==> src/rtl/regfile_write_arbiter.sv <==
// regfile_write_arbiter: clears the register file after reset, then round-robins its write port between ALU and load writeback
module regfile_write_arbiter #(
  parameter int ADDR_WIDTH = 5,
  parameter int DATA_WIDTH = 32,
  parameter int NUM_REGS = 32,
  parameter int ZERO_REG_PROTECT = 1
) (
  input  logic                  clk,
  input  logic                  rst,
  input  logic                  req0_valid,
  input  logic [ADDR_WIDTH-1:0] req0_addr,
  input  logic [DATA_WIDTH-1:0] req0_data,
  output logic                  req0_ready,
  input  logic                  req1_valid,
  input  logic [ADDR_WIDTH-1:0] req1_addr,
  input  logic [DATA_WIDTH-1:0] req1_data,
  output logic                  req1_ready,
  output logic                  rf_write_en,
  output logic [ADDR_WIDTH-1:0] rf_write_address,
  output logic [DATA_WIDTH-1:0] rf_write_data,
  output logic                  init_done
);
  typedef enum logic {INIT, RUN} state_t;
  state_t state, state_n;
  logic [ADDR_WIDTH-1:0] cnt;
  logic [ADDR_WIDTH-1:0] sel_addr;
  logic [DATA_WIDTH-1:0] sel_data;
  logic last_grant, g0, g1, grant, last_clear;
  // No grant while rst is high, so a requester never sees a ready that reset then discards.
  always_comb begin
    g0 = state == RUN && !rst && req0_valid && (!req1_valid || last_grant);
    g1 = state == RUN && !rst && req1_valid && (!req0_valid || !last_grant);
    grant = g0 || g1;
    sel_addr = g1 ? req1_addr : req0_addr;
    sel_data = g1 ? req1_data : req0_data;
    last_clear = cnt == ADDR_WIDTH'(NUM_REGS - 1);
    state_n = (state == INIT && last_clear) ? RUN : state;
  end
  assign req0_ready = g0;
  assign req1_ready = g1;
  always_ff @(posedge clk)
    state <= rst ? INIT : state_n;
  always_ff @(posedge clk) begin
    if (rst) begin
      cnt <= '0;
      last_grant <= 1'b1;
      rf_write_en <= 1'b0;
      rf_write_address <= '0;
      rf_write_data <= '0;
      init_done <= 1'b0;
    end else if (state == INIT) begin
      rf_write_en <= 1'b1;
      rf_write_address <= cnt;
      rf_write_data <= '0;
      cnt <= cnt + 1'b1;
      init_done <= last_clear;
    end else begin
      rf_write_en <= grant && !(ZERO_REG_PROTECT != 0 && sel_addr == '0);
      if (grant) begin
        rf_write_address <= sel_addr;
        rf_write_data <= sel_data;
        last_grant <= g1;
      end
    end
  end
endmodule

==> config.mk <==
export PLATFORM = sky130hd
export DESIGN_NAME = regfile_write_arbiter
export DESIGN_NICKNAME = d
export VERILOG_FILES = /design/src/rtl/regfile_write_arbiter.sv
export SDC_FILE = /design/constraint.sdc
export NUM_CORES = 1
export LEC_CHECK = 0
export ABC_AREA = 1
export CAP_MARGIN = 20
export CORE_ASPECT_RATIO = 1.4
export CORE_MARGIN = 4
export CORE_UTILIZATION = 56
export DETAILED_ROUTE_END_ITERATION = 10
export DONT_BUFFER_PORTS = 1
export HOLD_SLACK_MARGIN = 0.08
export PLACE_DENSITY = 0.71
export SYNTH_ARGS = -nofsm -noshare
export SYNTH_HDL_FRONTEND = slang
export SYNTH_SLANG_ARGS = --single-unit
==> constraint.sdc <==
create_clock -name clk -period 2.3 [get_ports clk]
set_clock_uncertainty 0.2 [all_clocks]
set_input_delay 0.115 -clock clk [delete_from_list [all_inputs] [get_ports clk]]
set_output_delay 0.115 -clock clk [all_outputs]
set_load 0.01 [all_outputs]
After elaboration in Yosys (flattened, before gate mapping)
Cells that the tools add are included.
Widths: inputs -> output; s select.
{"block": "word_totals", "reg_bits": 46, "input_bits": 78, "output_inout_bits": 41, "word_cells": 34}
{"block": "classes", "n_addsub": 1, "eq_ne": 2, "mux": 5, "bitwise": 1, "reduce_logical": 18}
{"op": "$mux 32", "n": 1}
{"op": "$mux 5", "n": 3}
{"op": "$logic_and 1x1->1", "n": 7}
{"op": "$add 5x1->5 const B", "n": 1}
{"op": "$eq 5x5->1 const B", "n": 1}
{"op": "$logic_not 1->1", "n": 5}
{"op": "$logic_not 5->1", "n": 1}
{"op": "$logic_or 1x1->1", "n": 3}
{"op": "$ne 2x1->1 const B", "n": 1}
{"op": "$reduce_and 2->1", "n": 1}
{"op": "$reduce_or 2->1", "n": 1}
{"op": "$mux 1", "n": 1}
{"op": "$not 1->1", "n": 1}

Logic depth before layout (Yosys ltp)
{"block": "depth", "depth_word": 9, "ltp_mapped": 10, "ltp_nobuf": 8}

Worst setup path after synthesis
OpenSTA, ideal clock, no wires.
{"block": "synth_path", "path_kind": "reg2reg", "startpoint": "reg state", "endpoint": "reg rf_write_data[13]", "setup_ns": 0.115, "t_arrival_ns": 1.123, "required_time_ns": 1.985, "slack_ns": 0.863, "path_stages_with_launch": 9, "path_buffers": 3, "synth_period_minus_slack_ns": 1.437, "path_cell_list": "dfxtp_1 buf_4 nand4_2 buf_6 buf_6 nand2_1 nand3_1 o211ai_1 inv_2"}
{"block": "synth_between", "elab_chain_cells": 4, "word_cells_on_any_way": 9, "classes_between": "mux (1); bitwise (1); reduce/logical (7)"}
{"element": "from (decl)", "line": "24", "text": "state_t state, state_n;"}
{"element": "from (signal assigned)", "line": "42", "text": "state <= rst ? INIT : state_n;"}
{"element": "$logic_and 1x1->1", "line": "31, 32"}
{"element": "$logic_and 1x1->1, on equally long branches (2 in series)", "line": "32, 31"}
{"element": "$mux 32 or $logic_or 1x1->1 (tied branches)", "line": "35, 33"}
{"element": "to (signal assigned)", "line": "61", "text": "rf_write_data <= sel_data;"}
{"element": "to (decl)", "line": "20", "text": "output logic [DATA_WIDTH-1:0] rf_write_data,"}
Several ways; a longest one is shown, not always the timed one.
A chain may end at the register's enable or synchronous reset.

Worst setup path after layout
{"block": "layout_path", "startpoint": "reg state", "endpoint": "reg rf_write_address[3]"}
{"block": "layout_between", "elab_chain_cells": 6, "word_cells_on_any_way": 10, "classes_between": "eq/ne (1); mux (3); reduce/logical (6)"}
{"element": "$logic_and 1x1->1", "line": "31, 32"}
{"element": "$logic_and 1x1->1 (2 in series)", "line": "32", "text": "g1 = state == RUN && !rst && req1_valid && (!req0_valid || !last_grant);"}
{"element": "$mux 5", "line": "34", "text": "sel_addr = g1 ? req1_addr : req0_addr;"}
{"element": "$mux 5", "line": "59", "text": "if (grant) begin"}
{"element": "$mux 5", "line": "51", "text": "end else if (state == INIT) begin"}
{"element": "to (signal assigned)", "line": "53", "text": "rf_write_address <= cnt;"}
{"element": "to (signal assigned)", "line": "60", "text": "rf_write_address <= sel_addr;"}
{"element": "to (decl)", "line": "19", "text": "output logic [ADDR_WIDTH-1:0] rf_write_address,"}
Several ways; a longest one is shown, not always the timed one. The select of a mux whose other input is x is not followed.

==> flow_metrics.env <==
export IMPL_die_area_sq_um=4990
export IMPL_postCtsSetupRepairBufs=0
export IMPL_vias_per_cell=5.69
export IMPL_syn_area_per_cell_sq_um=7.43
export IMPL_vdd_drop_max_uv=800
export IMPL_fp_dieH_microns=82.0
export IMPL_p_int_w=0.00123
export IMPL_finalCritPeriodShare=0.897
export IMPL_syn_inst=295
export IMPL_htree_levels=2
export IMPL_clkLatencyLatePin_ns=0.30
export IMPL_fillerInstances=237
export IMPL_die_w_microns=60.9
export IMPL_ys_async_sr_fraction=0
export IMPL_grt_pass1_wl_mm=11.5
export IMPL_synthFlopType="dfxtp_1"
export IMPL_vias=2333
export IMPL_ys_warnings_count=0
export IMPL_wire_per_inst_microns=17.8
export IMPL_core_sq_um=3710
export IMPL_rows=26
export IMPL_r2r_end="rf_write_address[3]"
export IMPL_min_to="rf_write_data[7]"
export IMPL_tightestPinTransition_ns=0.573
export IMPL_wl_mm=7.29
export IMPL_gp_congestion=0.908
export IMPL_power_switching_w=0.000323
export IMPL_clock_sinks=46
export IMPL_final_hold_violation_count=0
export IMPL_grt_setup_unrepaired="no"
export IMPL_ys_seq_elements=46
export IMPL_ys_types=23
export IMPL_crit_start="state"
export IMPL_pin_count=119
export IMPL_track_usage=0.312
export IMPL_switching_share=0.208
export IMPL_drc_errors=0
export IMPL_power_frac_comb=0.100
export IMPL_firstDrtPassIters=4
export IMPL_setup_slack_ns=0.236
export IMPL_grt_pass1_vias=2391
export IMPL_dpl_cell_count=323
export IMPL_hp_start="req1_valid"
export IMPL_reg2reg_depth=7
export IMPL_area_delta_synth_final_pct=38.9
export IMPL_power_w=0.00155
export IMPL_synth_top_area_frac=0.420
export IMPL_tns_ns=0
export IMPL_seqPwrFrac=0.522
export IMPL_outcome="finished clean"
export IMPL_fmax_mhz=485
export IMPL_cellPowerDensity_nw_per_um2=510
export IMPL_clkTransAtPathRegs_ns=0.09
export IMPL_drive_above_1_share=0.0599
export IMPL_p_clk_frac=0.378
export IMPL_cp_start_kind="flop"
export IMPL_numCtsBuffers=5
export IMPL_syn_num_nets=375
export IMPL_path_max_fanout=16
export IMPL_clockRootBuffer="clkbuf_8"
export IMPL_critPathRequiredTime_ns=2.33
export IMPL_setup_violations_final=0
export IMPL_grt_max_degree=39
export IMPL_yosysTopAreaCell="dfxtp_1"
export IMPL_place_hpwl_mm=3.83
export IMPL_antenna_found_initial=0
export IMPL_endpoint_kind="flop"
export IMPL_synth_edff_count=0
export IMPL_relSlewSlack=0.618
export IMPL_synthTopCellsByArea="dfxtp_1, nand2_1, nand3_1, o211ai_1, inv_1"
export IMPL_max_cap_viol_count=0
export IMPL_drt_iter0_drc=163
export IMPL_yosysSeqAreaShare=0.420
export IMPL_arrival_ns=2.09
export IMPL_fin_nets=446
export IMPL_place_ws_ns=0.581
export IMPL_worstReg2RegStart="state"
export IMPL_holdPathStages=4
export IMPL_start_util=0.591
export IMPL_cts_tree="done"
export IMPL_maxSlewViolCount=0
export IMPL_grt_overflow_total=0
export IMPL_ant_nets=0
export IMPL_critical_path_class="flop to flop"
export IMPL_portBuffers=0
export IMPL_stdcell_count=410
export IMPL_hold_path_class="primary input to flop"
export IMPL_mappedNetlistArea_sq_um=2190
export IMPL_power_leakage_nw=1.32
export IMPL_clock_path_buffers=2
export IMPL_r2r_slack_ns=0.24
export IMPL_fin_crit_ns=2.06
layout by cell type (no fill, tap or decap), drive strengths merged:
cell type	n
a21oi	12
diode	1
nand2	86
inv	33
dlygate4sd3	77
ha	2
bufinv	1
a21boi	1
nand4	6
nor3	4
nor4	1
dfxtp	46
a31oi	14
dlymetal6s4s	1
clkbuf	7
o21ai	4
nand3	34
nor2	13
o211ai	20
buf	5
sequential cells by signal, indices dropped and copies added (netlist names):
register          flops
rf_write_en           1
rf_write_address      5
last_grant            1
rf_write_data        32
cnt                   5
state                 1
init_done             1
per-stage QoR:
| stage | util | cell area [sq um] | hold WS (ns) |
|---|---|---|---|
| global route | 0.820 | 3040 | 0.114 |
| finish | 0.821 | 3040 | 0.0776 |
| CTS | 0.820 | 3040 | 0.0807 |
| global placement | 0.580 | 2150 | -0.0130 |
| detailed placement | 0.580 | 2150 | -0.0120 |
| floorplan | - | 2190 | 0.0762 |
cells by family (layout without fill, tap and decap cells):
logic type | Yosys count | count (layout) | synth area share
compound gates | 51 | 51 | 0.154
fa+ha+maj | 2 | 2 | 0.0114
buf+inv | 52 | 124 | 0.121
flops | 46 | 46 | 0.420
other cells | 0 | 1 | 0
simple gates | 144 | 144 | 0.294
metal layers:
metal / part of all wire / vias to the layer above / track usage
met5: 0 / - / 0
met2: 0.54 / 117 / 0.555
met1: 0.36 / 1067 / 0.346
met4: 0.037 / 0 / 0.145
met3: 0.060 / 25 / 0.0613
li1: - / 1124 / -
power by group through the flow:
stage / clock, W / sequential [W] / combinational, W
3_3_place_gp: 0 / 0.000830 / 0.0000363
6_report: 0.000587 / 0.000811 / 0.000156
4_1_cts: 0.000591 / 0.000811 / 0.000149
5_1_grt: 0.000622 / 0.000812 / 0.000169
2_1_floorplan: 0 / 0.000828 / 0.0000378
3_5_place_dp: 0 / 0.000830 / 0.0000365
synthesized netlist by cell type, types with 2 or more instances:
library cell and number:
a21oi_1 11, buf_2 8, nor3_1 4, nand4_1 5
a31oi_1 14, nand2_1 84, inv_2 6, ha_1 2
nor2_1 12, nand2_4 2, inv_1 27, o211ai_1 20
buf_4 4, buf_6 6, dfxtp_1 46, nand3_1 34
o21ai_0 4
worst max-delay path: stages, from the launching register on:
cell and delay (ns):
dfxtp_1 0.35, inv_2 0.10, nor2_8 0.19, nand2_1 0.13
nand2_4 0.20, dlygate4sd3_1 0.62, nand2_1 0.06, a21oi_1 0.13
how the worst max path moves through the flow:
stage	to	slack, ns	depth (start not counted)
after floorplan	rf_write_data[13]	0.86	8
after global placement	rf_write_data[1]	0.62	8
after detailed placement	rf_write_data[12]	0.58	8
after CTS	rf_write_address[3]	0.03	7
after global routing	rf_write_address[3]	0.15	7
final	rf_write_address[3]	0.24	7
final cells by class:
type,instances,area [sq um],area share
Inverter,33,124,0.0407
Timing Repair Buffer,83,833,0.274
Clock inverter,1,30.0,0.00986
Sequential cell,46,921,0.303
Multi-Input combinational cell,197,1000,0.330
Antenna cell,1,2.50,0.000822
Clock buffer,7,76.3,0.0251
Tap cell,42,52.6,0.0173
repair_timing:
item | 4_1_cts | 5_1_grt
setup endpoints to repair | 0 | 3
endpoints found under the hold margin | 46 | 0
resized for setup | 0 | 1
hold buffers | 78 | 0
Note: power is estimated with default switching activity, not from simulation.
